### src/rtl/logisim_clock_sequencer.sv
// -----------------------------------------------------------------------------
// logisim_clock_sequencer
//
// Purpose
//   Run-control for the Logisim clock tree. It divides i_fpgaGlobalClock into
//   ticks with a reloadable prescaler. It then shapes those ticks into a
//   derived circuit clock that has a low phase and a high phase. The HALT,
//   RUN, STEP and LOAD commands start and stop that clock. The sequencer only
//   ever stops at the start of a low phase, so the circuit always sees whole
//   clock periods.
//
// Ports
//   i_fpgaGlobalClock   in   1           sole clock, rising edge
//   i_fpgaGlobalResetN  in   1           asynchronous active-low reset
//   i_cmdValid          in   1           command strobe
//   o_cmdReady          out  1           command taken when valid && ready at an edge
//   i_cmdOp             in   2           00 HALT, 01 RUN, 10 STEP, 11 LOAD
//   i_cmdArg            in   NR_OF_BITS  STEP count (low STEP_BITS bits) or reload value
//   o_clockBus          out  5           [0] clk, [1] posedge pulse, [2] negedge pulse,
//                                        [3] ~clk, [4] tick
//   o_running           out  1           1 while the sequencer is not halted
//   o_cycleCount        out  32          completed clk periods (falling edges)
//
// Build option
//   CLKSEQ_CYCLE_COUNTER_EN : when this macro is defined, o_cycleCount counts
//   falling edges and wraps around. When it is not defined, o_cycleCount is
//   tied to zero and no counter is built.
// -----------------------------------------------------------------------------
module logisim_clock_sequencer #(
    parameter int          NR_OF_BITS     = 31,
    parameter int unsigned DEFAULT_RELOAD = 2147483647,
    parameter int          HIGH_TICKS     = 1,
    parameter int          LOW_TICKS      = 1,
    parameter int          STEP_BITS      = 16
) (
    input  logic                  i_fpgaGlobalClock,
    input  logic                  i_fpgaGlobalResetN,
    input  logic                  i_cmdValid,
    output logic                  o_cmdReady,
    input  logic [1:0]            i_cmdOp,
    input  logic [NR_OF_BITS-1:0] i_cmdArg,
    output logic [4:0]            o_clockBus,
    output logic                  o_running,
    output logic [31:0]           o_cycleCount
);

    typedef enum logic [1:0] {
        ST_HALT     = 2'd0,
        ST_RUN      = 2'd1,
        ST_STEP     = 2'd2,
        ST_STOPPING = 2'd3
    } state_t;

    localparam logic [1:0] OP_HALT = 2'b00;
    localparam logic [1:0] OP_RUN  = 2'b01;
    localparam logic [1:0] OP_STEP = 2'b10;
    localparam logic [1:0] OP_LOAD = 2'b11;

    // The phase counter only has to hold 0 .. max(HIGH_TICKS, LOW_TICKS)-1.
    localparam int MAX_TICKS = (HIGH_TICKS > LOW_TICKS) ? HIGH_TICKS : LOW_TICKS;
    localparam int PH_W      = (MAX_TICKS > 1) ? $clog2(MAX_TICKS) : 1;

    localparam logic [PH_W-1:0]       LOW_LAST   = PH_W'(LOW_TICKS - 1);
    localparam logic [PH_W-1:0]       HIGH_LAST  = PH_W'(HIGH_TICKS - 1);
    localparam logic [PH_W-1:0]       PH_ONE     = PH_W'(1);
    localparam logic [NR_OF_BITS-1:0] PS_ONE     = NR_OF_BITS'(1);
    localparam logic [NR_OF_BITS-1:0] RELOAD_RST = NR_OF_BITS'(DEFAULT_RELOAD);
    localparam logic [STEP_BITS-1:0]  STEP_ONE   = STEP_BITS'(1);

    state_t                r_state;
    logic [NR_OF_BITS-1:0] r_prescaler;
    logic [NR_OF_BITS-1:0] r_reload;
    logic                  r_clk;
    logic [PH_W-1:0]       r_phase_cnt;
    logic [STEP_BITS-1:0]  r_step_rem;
    logic [4:0]            r_clock_bus;
    logic                  r_running;

    state_t                w_state_next;
    logic [NR_OF_BITS-1:0] w_prescaler_next;
    logic [NR_OF_BITS-1:0] w_reload_next;
    logic                  w_clk_next;
    logic [PH_W-1:0]       w_phase_cnt_next;
    logic [STEP_BITS-1:0]  w_step_rem_next;
    logic [4:0]            w_clock_bus_next;

    logic                  w_accept;
    logic                  w_tick;
    logic                  w_phase_last;
    logic                  w_pos;
    logic                  w_neg;
    logic [STEP_BITS-1:0]  w_step_n;

    // The STEP count is the low STEP_BITS bits of the argument. If the
    // argument is narrower than that, the count is zero-extended.
    generate
        if (STEP_BITS <= NR_OF_BITS) begin : gen_step_slice
            assign w_step_n = i_cmdArg[STEP_BITS-1:0];
        end else begin : gen_step_zext
            assign w_step_n = {{(STEP_BITS-NR_OF_BITS){1'b0}}, i_cmdArg};
        end
    endgenerate

    assign o_cmdReady = (r_state == ST_HALT) || (r_state == ST_RUN);
    assign w_accept   = i_cmdValid && o_cmdReady;

    // A tick fires on the edge at which the prescaler sits at zero. The new
    // clock level and the edge pulse are registered on that same edge.
    assign w_tick       = (r_state != ST_HALT) && (r_prescaler == '0);
    assign w_phase_last = r_clk ? (r_phase_cnt == HIGH_LAST) : (r_phase_cnt == LOW_LAST);
    assign w_pos        = w_tick && !r_clk && w_phase_last;
    assign w_neg        = w_tick &&  r_clk && w_phase_last;

    always_comb begin
        w_state_next     = r_state;
        w_reload_next    = r_reload;
        w_step_rem_next  = r_step_rem;
        w_clk_next       = r_clk;
        w_phase_cnt_next = r_phase_cnt;
        w_prescaler_next = r_prescaler;

        if (r_state != ST_HALT) begin
            w_prescaler_next = w_tick ? r_reload : (r_prescaler - PS_ONE);
        end

        if (w_tick) begin
            w_phase_cnt_next = w_phase_last ? '0 : (r_phase_cnt + PH_ONE);
            if (w_pos) begin
                w_clk_next = 1'b1;
            end else if (w_neg) begin
                w_clk_next = 1'b0;
            end
        end

        case (r_state)
            ST_HALT: begin
                if (w_accept) begin
                    case (i_cmdOp)
                        OP_RUN: begin
                            w_state_next     = ST_RUN;
                            w_prescaler_next = r_reload;
                        end
                        OP_STEP: begin
                            if (w_step_n != '0) begin
                                w_state_next     = ST_STEP;
                                w_step_rem_next  = w_step_n;
                                w_prescaler_next = r_reload;
                            end
                        end
                        OP_LOAD: w_reload_next = i_cmdArg;
                        default: ;
                    endcase
                end
            end
            ST_RUN: begin
                if (w_accept) begin
                    case (i_cmdOp)
                        // If a falling edge happens on this same edge, we are
                        // already at the start of a low phase and can stop at
                        // once.
                        OP_HALT, OP_STEP: w_state_next = w_neg ? ST_HALT : ST_STOPPING;
                        // The new reload value takes effect at the next reload
                        // and does not cut short the current count.
                        OP_LOAD:          w_reload_next = i_cmdArg;
                        default: ;
                    endcase
                end
            end
            ST_STEP: begin
                if (w_neg) begin
                    if (r_step_rem == STEP_ONE) begin
                        w_state_next    = ST_HALT;
                        w_step_rem_next = '0;
                    end else begin
                        w_step_rem_next = r_step_rem - STEP_ONE;
                    end
                end
            end
            ST_STOPPING: begin
                if (w_neg) begin
                    w_state_next = ST_HALT;
                end
            end
            default: w_state_next = ST_HALT;
        endcase

        w_clock_bus_next = {w_tick, ~w_clk_next, w_neg, w_pos, w_clk_next};
    end

    always_ff @(posedge i_fpgaGlobalClock or negedge i_fpgaGlobalResetN) begin
        if (!i_fpgaGlobalResetN) begin
            r_state     <= ST_HALT;
            r_prescaler <= RELOAD_RST;
            r_reload    <= RELOAD_RST;
            r_clk       <= 1'b0;
            r_phase_cnt <= '0;
            r_step_rem  <= '0;
            r_clock_bus <= 5'b01000;
            r_running   <= 1'b0;
        end else begin
            r_state     <= w_state_next;
            r_prescaler <= w_prescaler_next;
            r_reload    <= w_reload_next;
            r_clk       <= w_clk_next;
            r_phase_cnt <= w_phase_cnt_next;
            r_step_rem  <= w_step_rem_next;
            r_clock_bus <= w_clock_bus_next;
            // Registered from the next state, so o_running drops in the same
            // cycle in which the final negedge pulse is visible.
            r_running   <= (w_state_next != ST_HALT);
        end
    end

    assign o_clockBus = r_clock_bus;
    assign o_running  = r_running;

`ifdef CLKSEQ_CYCLE_COUNTER_EN
    logic [31:0] r_cycle_count;

    always_ff @(posedge i_fpgaGlobalClock or negedge i_fpgaGlobalResetN) begin
        if (!i_fpgaGlobalResetN) begin
            r_cycle_count <= 32'd0;
        end else if (w_neg) begin
            r_cycle_count <= r_cycle_count + 32'd1;
        end
    end

    assign o_cycleCount = r_cycle_count;
`else
    assign o_cycleCount = 32'd0;
`endif

endmodule
### config.mk
export PLATFORM = sky130hd
export DESIGN_NAME = logisim_clock_sequencer
export DESIGN_NICKNAME = d
export VERILOG_FILES = /design/src/rtl/logisim_clock_sequencer.sv
export SDC_FILE = /design/constraint.sdc
export NUM_CORES = 1
export LEC_CHECK = 0
export BUFFER_PORTS_ARGS = -buffer_cell sky130_fd_sc_hd__buf_2
export CORE_MARGIN = 4
export CORE_UTILIZATION = 55
export CTS_CLUSTER_DIAMETER = 100
export CTS_CLUSTER_SIZE = 14
export DETAILED_ROUTE_END_ITERATION = 8
export PLACE_DENSITY = 0.77
export RECOVER_POWER = 50
export SLEW_MARGIN = 20
export SYNTH_ARGS = -nofsm -noshare
export SYNTH_HDL_FRONTEND = slang
export SYNTH_SLANG_ARGS = --single-unit
### constraint.sdc
create_clock -name i_fpgaGlobalClock -period 4.4 [get_ports i_fpgaGlobalClock]
set_input_delay 1.32 -clock i_fpgaGlobalClock [delete_from_list [all_inputs] [get_ports i_fpgaGlobalClock]]
set_output_delay 1.32 -clock i_fpgaGlobalClock [all_outputs]
set_load 0.02 [all_outputs]
Word level (Yosys, flattened, before mapping)
Index checks and enable logic that the tools add are counted.
{"block": "word_totals", "ff_bits": 88, "input_bits": 36, "word_cells": 69}
{"block": "classes", "add_sub_neg": 3, "n_eq_ne": 11, "n_mux": 26, "bitwise": 2, "n_reduce_logical": 19}
{"operator": "2-to-1 mux 31 bit", "n": 5}
{"operator": "2-to-1 mux 16 bit", "n": 5}
{"operator": "case mux 31 bit (2 select lines)", "n": 1}
{"operator": "case mux 16 bit (2 select lines)", "n": 1}
{"operator": "logical NOT 31 bit", "n": 1}
{"operator": "subtractor 31 x 1 -> 31 bit, second input constant", "n": 1}
{"operator": "equality test 16 x 1 -> 1 bit, second input constant", "n": 1}
{"operator": "2-to-1 mux 2 bit", "n": 8}
{"operator": "nonzero test 16 bit", "n": 1}
{"operator": "subtractor 16 x 1 -> 16 bit, second input constant", "n": 1}
{"operator": "equality test 2 bit, second input constant", "n": 4}
{"operator": "case mux 2 bit (4 select lines)", "n": 1}
{"operator": "logical AND 1 bit", "n": 6}
{"operator": "nonzero test 2 bit", "n": 3}
{"operator": "AND reduction 5 bit", "n": 1}
{"operator": "equality test 2 x 1 -> 1 bit, second input constant", "n": 2}
{"operator": "logical NOT 2 bit", "n": 2}
{"operator": "2-to-1 mux 1 bit", "n": 4}
{"operator": "inequality test 2 x 1 -> 1 bit, second input constant", "n": 2}
{"operator": "inequality test 2 bit, second input constant", "n": 2}
{"operator": "case mux 2 bit (2 select lines)", "n": 1}
{"operator": "OR reduction 2 bit", "n": 2}
{"operator": "AND reduction 3 bit", "n": 1}
{"operator": "NOT 1 bit", "n": 2}
{"operator": "other kinds (3)", "n": 3}

Longest topological paths before layout
Gate-level depths: netlist of the first run.
{"block": "depth", "ltp_word": 9, "mapped_depth": 12, "mapped_depth_nobuf": 9}

Worst setup path before layout of the first run
Ideal clock, no wire load.
{"block": "synth_path", "kind": "register to register", "from": "reg r_prescaler[15]", "to": "reg r_step_rem[4]", "setup_ns": 0.082, "arrival_time_ns": 3.229, "t_required_ns": 4.318, "slack_ns": 1.089, "stages_incl_launch_ff": 13, "path_buffers": 5, "period_less_slack_ns": 3.311, "path_cell_list": "dfstp_2 -> buf_6 -> or4_4 -> or4_4 -> buf_6 -> nor4_4 -> buf_2 -> ha_1 -> nand2_1 -> and2_1 -> clkbuf_1 -> clkbuf_1 -> o22ai_1"}
{"block": "synth_via", "elab_chain_len": 6}
{"element": "start, declared", "line": "71", "source": "logic [NR_OF_BITS-1:0] r_prescaler;"}
{"element": "start signal, assigned", "line": "202", "source": "r_prescaler <= w_prescaler_next;"}
{"element": "logical NOT 31 bit", "line": "109", "source": "assign w_tick = (r_state != ST_HALT) && (r_prescaler == '0);"}
{"element": "logical AND 1 bit", "line": "109"}
{"element": "net w_clock_bus_next[4]", "line": "85", "source": "logic [4:0] w_clock_bus_next;"}
{"element": "logical AND 1 bit (2 in a row)", "line": "112", "source": "assign w_neg = w_tick && r_clk && w_phase_last;"}
{"element": "net w_clock_bus_next[2]", "line": "85"}
{"element": "inequality test 2 bit (no line)"}
{"element": "AND reduction 5 bit (no line)"}
{"element": "end signal, assigned", "line": "206", "source": "r_step_rem <= w_step_rem_next;"}
{"element": "end, declared", "line": "75", "source": "logic [STEP_BITS-1:0] r_step_rem;"}
The timed path passes the listed nets, and every way through them passes these cells.
A chain may end at the register's enable or synchronous reset.

Worst setup path in the final report of the first run
{"block": "layout_path", "from": "reg r_prescaler[25]", "to": "reg r_step_rem[12]"}
{"block": "layout_via", "elab_chain_len": 6}
{"element": "logical NOT 31 bit", "line": "109"}
{"element": "logical AND 1 bit", "line": "109"}
{"element": "logical AND 1 bit (2 in a row)", "line": "112"}
{"element": "net w_clock_bus_next[2]", "line": "85"}
{"element": "inequality test 2 bit (no line)"}
{"element": "AND reduction 5 bit (no line)"}
The timed path passes the listed nets, and every way through them passes these cells.

==> reports/results.md, run 1 <==
* 6250 um — wire length the detailed router placed on met1
* r_step_rem[12]$_DFFE_PN0P_ — reg2reg end
* 4.60 ns — required arrival time at the worst endpoint
* 0.35 ns — clock network latency to the later pin of the worst-skew pair
* 5930 um2 — final design area excluding fillers
* 0 — Resized cells post-CTS
* 591 — first-iteration detailed-routing DRC count
* 0.62 ns — Largest stage delay, worst path
* 1 — maxcap violations
* 0 — number of DRC violations after detailed routing
* sky130_fd_sc_hd__clkbuf_8 — clock root cell
* met4 — highest metal layer used by the detailed router
* 2 — CTS Buffer Depth
* 0.00234 uW — P_leak
* 9 — number of buffers created by CTS
* 23,900 um — first-pass GRT wire length
* 75 — number of ports placed on the die boundary
* 60.9% — core occupancy in the finished layout
* sky130_fd_sc_hd__dfstp_2 — biggest area consumer among synthesized cells
* 66 — final number of max-transition violations
* 28.1% — fraction of layout instances using a drive strength above 1
* 7 — 1st-pass router iterations
* 19.4 um — wire length per cell after detailed routing
* 586 — synthesized instance count
* 100% — share of flip-flops with an asynchronous set or reset after synthesis
* 5480 um2 — Post-Synthesis Cell Area
* 289 MHz — maximum clock rate
* 108 um — width of the chip
* 0 — warning count from the yosys run
* 0 — antenna fix cells
* 19 — CP max FO
* 9730 um2 — Core Region
* false — RSZ-0062 raised after global routing
* 1340 um — WL met3
* r_prescaler[25]$_DFF_PN1_ — Crit Reg-Reg Startpoint
* 6.54 — average via count per standard cell
* 36 — row cnt
* r_prescaler[5]$_DFF_PN1_ — worst-case hold path end point
* 2 — hold-critical path depth
* 0 — EDFF count, synth
* 844 — total of fill cells in the finished design
* 2350 uW — Power Internal
* done — TritonCTS clock tree
* 78.7% — final period utilization
* max-capacitance violations, max-slew violations — violated checks
* 108 um — height of the die
* 4,926 — vias post-DR
* reg2reg — Worst Hold Class
* sky130_fd_sc_hd__dfstp_2 — Synth Flop Type
* 19.3% — clock share of power
* 0 — quantity of hold-fixing buffers added after cts
* 8 — number of cell instances on the worst register-to-register path
* 5680 um2 — cell area after placement
* 3.67 ns — arrival time at the worst endpoint
* 0.09 ns — post-CTS clock slew at the launch and capture registers of the worst setup and hold paths
* 1.63 ns — slew at the pin closest to its max-slew limit
* 11,600 um2 — die area
* or4_1, or4_1, nor4_4, ha_1, nand2_1, and2_1, o21ai_0, o21ai_0 — Critical Path, Cell by Cell
* 0.94 ns — flop2flop setup slack
* sky130_fd_sc_hd__dfstp_2 — library cell with the highest instance count after synthesis
* 9.34 um2 — per-instance average area after synthesis
* 0.495 ns — hold slack final
* 0.893 — GPL Wtd Cong
* r_reload[5]$_DFFE_PN1P_ — start point of the worst min-delay path
* 0 — Hold Vio Cnt, Final
* 86 — number of sinks handled by clock tree synthesis
* 660 — number of nets in the layout
* 25.7% — total global-route track usage
* 56.3% — initial cell density of the core
* 0 — final count of negative-setup-slack endpoints
* 0 — post-CTS repair timing setup buffer count
* 0.00891 ns — Layout Skew
* 66 — largest net degree at the start of global routing
* 42 — # port buffers
* 10,100 um — post-DP HPWL
* 0.000338 V — VDD IR max
* 8.30% — area growth from synthesis to final layout
* 86 — Seq cells post-synth
* 0 ns — TNS Setup
* 628 nW/um2 — power density normalized to cell area
* 36.8% — Net Sw Frac
* 48.5% — Seq pwr share
* 0 — residual overflow from global routing
* 1370 uW — switching component of the power
* 32.1% — combinational share of power
* 40.7% — register area share after synthesis
* 30.2% — area fraction of the dominant cell type after synthesis
* flop — kind of end point of the critical path
* simple AND/OR/NAND/NOR gates — top cell family by delay on the critical path
* 0 — post-route antenna net violation count
* sky130_fd_sc_hd__dfstp_2 30%, sky130_fd_sc_hd__dfrtp_1 11%, sky130_fd_sc_hd__mux2_2 6.4% — top cells by area in the synthesized netlist
* sky130_fd_sc_hd__or4_1 — Worst path slowest cell
* 0 — antenna violations before repair
* 0 — count of buffer and inverter cells on the critical path
* 63 x sky130_fd_sc_hd__dfstp_2, 48 x sky130_fd_sc_hd__a21oi_1, 48 x sky130_fd_sc_hd__o21ai_0 — Post-synth top cells
* reg2reg — start-to-end type of the worst setup path
* -8.37% — Max-Slew Margin vs Limit
* 68 — number of distinct library cells after synthesis
* flop — kind of start point of the critical path
* 4,723 — via count of the first global-routing pass
* 3 — H-tree levels
* 14,600 um — detailed-route wire length
* finished, violations left — outcome
* 6680 um — met2 WL
* 3.46 ns — clock period minus final worst setup slack
==> metrics by stage <==
stage	instances	setup slack, ns	power, uW
2_1_floorplan	617	1.09	2610
3_3_place_gp	737	0.892	2890
3_5_place_dp	737	0.749	2970
4_1_cts	753	0.973	3700
5_1_grt	753	0.759	3950
6_report	753	0.936	3720
==> worst max-delay path by stage <==
stage,from,endpoint,slack [ns],cells after the start
4_1_cts,r_prescaler[25]$_DFF_PN1_,r_step_rem[12]$_DFFE_PN0P_,0.97,8
6_report,r_prescaler[25]$_DFF_PN1_,r_step_rem[12]$_DFFE_PN0P_,0.94,8
2_1_floorplan,r_prescaler[15]$_DFF_PN1_,r_step_rem[4]$_DFFE_PN0P_,1.09,12
5_1_grt,r_prescaler[25]$_DFF_PN1_,r_step_rem[12]$_DFFE_PN0P_,0.76,8
3_5_place_dp,i_cmdOp[0],r_prescaler[2]$_DFF_PN1_,0.75,8
3_3_place_gp,i_cmdOp[0],r_prescaler[2]$_DFF_PN1_,0.89,8
==> flip-flops by register name, summed over array words and instances, names as in the netlist <==
name / count
r_prescaler: 31
r_reload: 31
o_clockBus: 5
r_step_rem: 16
o_running: 1
r_state: 2
==> logic make-up after synthesis <==
| group | Yosys count | synth area share (%) |
|---|---|---|
| XOR/XNOR | 15 | 2.40 |
| buffers and inverters | 86 | 8.66 |
| adder cells (fa/ha/maj) | 9 | 2.06 |
| AND/OR/NAND/NOR | 173 | 17.1 |
| flip-flops | 86 | 40.7 |
| AO/OA/AOI/OAI | 184 | 22.4 |
| other | 1 | 0.0685 |
| multiplexers | 32 | 6.56 |
==> worst min-delay path, stage by stage, from the launching register on <==
cell and delay (ns):
sky130_fd_sc_hd__dfstp_2 0.38, sky130_fd_sc_hd__inv_1 0.05, sky130_fd_sc_hd__a21oi_1 0.07
==> layer usage <==
layer / vias to the layer above / track usage [%]
met4: 0 / 8.93
met3: 47 / 4.56
li1: 2187 / -
met5: - / 0
met2: 316 / 39.5
met1: 2376 / 36.7
==> cells in the final DEF, fill, tap and decap left out, types with 5 or more instances in the layout <==
| cell | count |
|---|---|
| sky130_fd_sc_hd__dfstp_2 | 63 |
| sky130_fd_sc_hd__o21ai_0 | 48 |
| sky130_fd_sc_hd__a21oi_1 | 48 |
| sky130_fd_sc_hd__nor2_1 | 41 |
| sky130_fd_sc_hd__buf_2 | 38 |
| sky130_fd_sc_hd__conb_1 | 32 |
| sky130_fd_sc_hd__mux2_2 | 31 |
| sky130_fd_sc_hd__nand2_1 | 31 |
| sky130_fd_sc_hd__nor3_1 | 26 |
| sky130_fd_sc_hd__dfrtp_1 | 23 |
| sky130_fd_sc_hd__or3_1 | 18 |
| sky130_fd_sc_hd__inv_1 | 16 |
| sky130_fd_sc_hd__a22o_1 | 13 |
| sky130_fd_sc_hd__buf_4 | 13 |
| sky130_fd_sc_hd__a222oi_1 | 10 |
| sky130_fd_sc_hd__or4_1 | 9 |
| sky130_fd_sc_hd__nor4_1 | 9 |
| sky130_fd_sc_hd__ha_1 | 9 |
| sky130_fd_sc_hd__clkbuf_8 | 9 |
| sky130_fd_sc_hd__xnor2_1 | 8 |
| sky130_fd_sc_hd__a211oi_1 | 8 |
| sky130_fd_sc_hd__nand4_1 | 7 |
| sky130_fd_sc_hd__xor2_1 | 7 |
| sky130_fd_sc_hd__clkbuf_1 | 7 |
| sky130_fd_sc_hd__o2bb2ai_1 | 5 |
==> cell type report <==
class                   instances  area, um2  area share, %
clock buffers                  12        135           2.28
clock inverters                 4        120           2.03
inverters                      16       60.1           1.01
multi-input cells             445       2890           48.7
flip-flops and latches         86       2230           37.6
well taps                     133        166           2.81
repair buffers                 57        328           5.53
==> power groups by stage <==
| stage | combinational [uW] | clock (uW) | sequential (uW) |
|---|---|---|---|
| global placement | 1130 | 0 | 1760 |
| global route | 1330 | 766 | 1860 |
| floorplan | 988 | 0 | 1620 |
| detailed placement | 1180 | 0 | 1790 |
| finish | 1200 | 720 | 1810 |
| CTS | 1180 | 732 | 1780 |
Note: power is estimated with default switching activity, not from simulation.
==> run 2, diff against run 1 <==
--- a/config.mk
+++ b/config.mk
@@ -5,13 +5,14 @@
 export SDC_FILE = /design/constraint.sdc
 export NUM_CORES = 1
 export LEC_CHECK = 0
+export ABC_AREA = 1
 export BUFFER_PORTS_ARGS = -buffer_cell sky130_fd_sc_hd__buf_2
 export CORE_MARGIN = 4
 export CORE_UTILIZATION = 55
 export CTS_CLUSTER_DIAMETER = 100
 export CTS_CLUSTER_SIZE = 14
 export DETAILED_ROUTE_END_ITERATION = 8
-export PLACE_DENSITY = 0.77
+export PLACE_DENSITY = 0.76
 export RECOVER_POWER = 50
 export SLEW_MARGIN = 20
 export SYNTH_ARGS = -nofsm -noshare
==> constraint.sdc (replaced) <==
create_clock -name i_fpgaGlobalClock -period 3.6 [get_ports i_fpgaGlobalClock]
set_input_delay 1.08 -clock i_fpgaGlobalClock [delete_from_list [all_inputs] [get_ports i_fpgaGlobalClock]]
set_output_delay 1.08 -clock i_fpgaGlobalClock [all_outputs]
set_load 0.02 [all_outputs]
==> run 2 against run 1 <==
Effect of this change: the flow still finishes with violations (max-capacitance violations, max-slew violations); clock skew up 0.00072 ns; wire length up 9.8%; worst hold slack worse by 0.0041 ns; sequential share of layout area down 1.6 points; worst setup slack worse by 0.50 ns; non-clock buffer count down 7; cell count up 33%; flip-flop and latch count unchanged; fmax up 9.5%; first-iteration DRC count down 13%; largest power group unchanged; highest routed layer unchanged.
==> reports/results.md, run 2 <==
* finished, violations left — outcome, unchanged
* max-capacitance violations, max-slew violations — violated checks, unchanged
* 0.09 ns — post-CTS clock slew at the launch and capture registers of the worst setup and hold paths, about the same
* 3.16 ns — clock period minus final worst setup slack, was 3.46 ns
* flop — kind of end point of the critical path, unchanged
* 0.00304 uW — P_leak, was 0.00234 uW
* 316 MHz — maximum clock rate, was 289 MHz
* simple AND/OR/NAND/NOR gates — top cell family by delay on the critical path, unchanged
* 0 — Resized cells post-CTS, unchanged
* 28.4% — area fraction of the dominant cell type after synthesis, was 30.2%
* 0 — residual overflow from global routing, unchanged
* sky130_fd_sc_hd__dfstp_2 — Synth Flop Type, unchanged
* 909 — number of nets in the layout, was 660
* sky130_fd_sc_hd__dfstp_2 28%, sky130_fd_sc_hd__nand2_1 16%, sky130_fd_sc_hd__dfrtp_1 9.9% — top cells by area in the synthesized netlist, was sky130_fd_sc_hd__dfstp_2 30%, sky130_fd_sc_hd__dfrtp_1 11%, sky130_fd_sc_hd__mux2_2 6.4%
* 37 — row cnt, was 36
* 5,084 — via count of the first global-routing pass, was 4,723
* 0 — post-CTS repair timing setup buffer count, unchanged
* 1.01 — GPL Wtd Cong, was 0.893
* 3.85 ns — required arrival time at the worst endpoint, was 4.60 ns
* 0 — warning count from the yosys run, unchanged
* 70 — final number of max-transition violations, was 66
* sky130_fd_sc_hd__nand2_1 — most common cell after layout, fill and taps aside, was sky130_fd_sc_hd__dfstp_2
* 0 — number of DRC violations after detailed routing, unchanged
* 0 — antenna fix cells, unchanged
* 0 — antenna violations before repair, unchanged
* 0 — post-route antenna net violation count, unchanged
* 0 — Hold Vio Cnt, Final, unchanged
* 5,482 — vias post-DR, was 4,926
* 3 — H-tree levels, unchanged
* 1,005 — filler-free cell count of the finished design, was 753
* reg2reg — Worst Hold Class, unchanged
* 0 — EDFF count, synth, unchanged
* 989 — DP Cell Count, was 737
* sky130_fd_sc_hd__nand2_1 — cell seen most often among critical-path stages
* 70 — largest net degree at the start of global routing, was 66
* 111 um — height of the die, was 108 um
* 9 — number of buffers created by CTS, unchanged
* flop — kind of start point of the critical path, unchanged
* 75 — number of ports placed on the die boundary, unchanged
* 16.0 um — wire length per cell after detailed routing, was 19.4 um
* 35 — number of distinct library cells after synthesis, was 68
* 247 x sky130_fd_sc_hd__nand2_1, 100 x sky130_fd_sc_hd__nand3_1, 92 x sky130_fd_sc_hd__nor2_1 — Post-synth top cells, was 63 x sky130_fd_sc_hd__dfstp_2, 48 x sky130_fd_sc_hd__a21oi_1, 48 x sky130_fd_sc_hd__o21ai_0
* 0.00963 ns — Layout Skew, was 0.00891 ns
* 16,100 um — detailed-route wire length, was 14,600 um
* 87.9% — final period utilization, was 78.7%
* 0 — quantity of hold-fixing buffers added after cts, unchanged
* 7.00 um2 — per-instance average area after synthesis, was 9.34 um2
* 0 — final count of negative-setup-slack endpoints, unchanged
* inv_1, ha_1, nand2_4, nor2_8, nand3_1, nor2_1, inv_1, nor2_1, ha_1, nand2_1, nand2_1, nand2_1, nand2_1, nand2_1 — Critical Path, Cell by Cell, was or4_1, or4_1, nor4_4, ha_1, nand2_1, and2_1, o21ai_0, o21ai_0
* 5820 um2 — Post-Synthesis Cell Area, was 5480 um2
* 2 — CTS Buffer Depth, unchanged
* r_prescaler: 31 flops, r_reload: 31 flops, r_step_rem: 16 flops — largest registers, unchanged
* 1,017 — total of fill cells in the finished design, was 844
* -14.8% — Max-Slew Margin vs Limit, was -8.37%
* 516 — first-iteration detailed-routing DRC count, was 591
* 5 — 1st-pass router iterations, was 7
* 17.5% — fraction of layout instances using a drive strength above 1, was 28.1%
* 100% — share of flip-flops with an asynchronous set or reset after synthesis, unchanged
* 56.4% — initial cell density of the core, was 56.3%
* 3.41 ns — arrival time at the worst endpoint, was 3.67 ns
* false — RSZ-0062 raised after global routing, unchanged
* 247 x sky130_fd_sc_hd__nand2_1, 100 x sky130_fd_sc_hd__nand3_1, 93 x sky130_fd_sc_hd__nor2_1 — most used cells in the layout excluding fill and tap cells, was 63 x sky130_fd_sc_hd__dfstp_2, 48 x sky130_fd_sc_hd__o21ai_0, 48 x sky130_fd_sc_hd__a21oi_1
* 1.72 ns — slew at the pin closest to its max-slew limit, was 1.63 ns
* reg2reg — start-to-end type of the worst setup path, unchanged
* 0.36 ns — clock network latency to the later pin of the worst-skew pair, was 0.35 ns
* sky130_fd_sc_hd__dfstp_2 — biggest area consumer among synthesized cells, unchanged
* 403 nW/um2 — power density normalized to cell area, was 628 nW/um2
* 0 ns — TNS Setup, unchanged
* 5.45 — average via count per standard cell, was 6.54
* 0.60 ns — Largest stage delay, worst path, was 0.62 ns
* sky130_fd_sc_hd__clkbuf_8 — clock root cell, unchanged
* 10,300 um2 — Core Region, was 9730 um2
* sky130_fd_sc_hd__nand2_1 — Worst path slowest cell, was sky130_fd_sc_hd__or4_1
* 1 — maxcap violations, unchanged
* done — TritonCTS clock tree, unchanged
* 21 — CP max FO, was 19
* 6.51% — area growth from synthesis to final layout, was 8.30%
* 26,000 um — first-pass GRT wire length, was 23,900 um
* 38.3% — register area share after synthesis, was 40.7%
* 86 — number of sinks handled by clock tree synthesis, unchanged
* 12,000 um — post-DP HPWL, was 10,100 um
* sky130_fd_sc_hd__nand2_1 — library cell with the highest instance count after synthesis, was sky130_fd_sc_hd__dfstp_2
* 12,300 um2 — die area, was 11,600 um2
* 2 — count of buffer and inverter cells on the critical path, was 0
* 86 — Seq cells post-synth, unchanged
* 0.000254 V — VDD IR max, was 0.000338 V
* 42 — # port buffers, unchanged
* 25.9% — total global-route track usage, was 25.7%
* 832 — synthesized instance count, was 586
* 111 um — width of the chip, was 108 um
[run 2: final timing paths]
check	to	from	slack, ns	cells past startpoint
worst max-delay path	r_step_rem[9]$_DFFE_PN0P_	r_prescaler[0]$_DFF_PN1_	0.44	14
worst min-delay path	r_prescaler[26]$_DFF_PN1_	r_reload[26]$_DFFE_PN1P_	0.49	2
worst max register to register	r_step_rem[9]$_DFFE_PN0P_	r_prescaler[0]$_DFF_PN1_	0.44	14
worst min register to register	r_prescaler[26]$_DFF_PN1_	r_reload[26]$_DFFE_PN1P_	0.49	2
max in group asynchronous	r_prescaler[29]$_DFF_PN1_	i_fpgaGlobalResetN	1.18	2
min in group asynchronous	o_clockBus[1]$_DFF_PN0_	i_fpgaGlobalResetN	1.18	1
[run 2: metal layers]
| layer | vias up | routed length (um) | track usage [%] |
|---|---|---|---|
| met1 | 2588 | 7090 | 36.1 |
| li1 | 2648 | - | - |
| met5 | - | 0 | 0 |
| met2 | 229 | 7660 | 42.9 |
| met4 | 0 | 246 | 6.49 |
| met3 | 17 | 1090 | 3.33 |
[run 2: logic make-up (layout without fill, tap and decap cells)]
family,after synthesis,count (layout),synth area share [%]
and+or+nand+nor,472,472,34.6
buffers and inverters,148,154,12.1
DFF,86,86,38.3
AOI/OAI and AO/OA,84,84,7.65
xor gates and xnor gates,20,20,3.01
muxes,12,12,2.32
adders and majority gates,9,9,1.93
other,1,32,0.0644
[run 2: power by group]
| part | switching, uW | internal, uW | leakage (uW) |
|---|---|---|---|
| clock network | 365 | 324 | 0.0000978 |
| registers | 106 | 1110 | 0.000877 |
| logic | 396 | 193 | 0.00207 |
| total | 866 | 1630 | 0.00304 |
[run 2: worst min-delay path: stages (launching register included)]
cell                      delay [ns]
sky130_fd_sc_hd__dfstp_2        0.38
sky130_fd_sc_hd__nand3_1        0.07
sky130_fd_sc_hd__nand2_1        0.05
[run 2: area by class of cell]
class / instances / area (um2) / area share (%)
Clock inverter: 5 / 58.8 / 0.949
Inverter: 88 / 335 / 5.41
Sequential cell: 86 / 2230 / 36.0
Clock buffer: 11 / 131 / 2.12
Tap cell: 136 / 170 / 2.74
Multi-Input combinational cell: 629 / 3000 / 48.4
Timing Repair Buffer: 50 / 275 / 4.44
[run 2: per-stage QoR]
step / setup slack [ns] / area (um2) / util (%) / hold WS (ns) / power [uW]
2_1_floorplan: 1.33 / 5940 / - / 0.461 / 1660
3_3_place_gp: 0.627 / 6020 / 58.3 / 0.475 / 1780
3_5_place_dp: 0.464 / 6020 / 58.3 / 0.479 / 1810
4_1_cts: 0.450 / 6210 / 60.2 / 0.492 / 2510
5_1_grt: 0.0791 / 6200 / 60.1 / 0.511 / 2640
6_report: 0.436 / 6200 / 60.1 / 0.491 / 2500
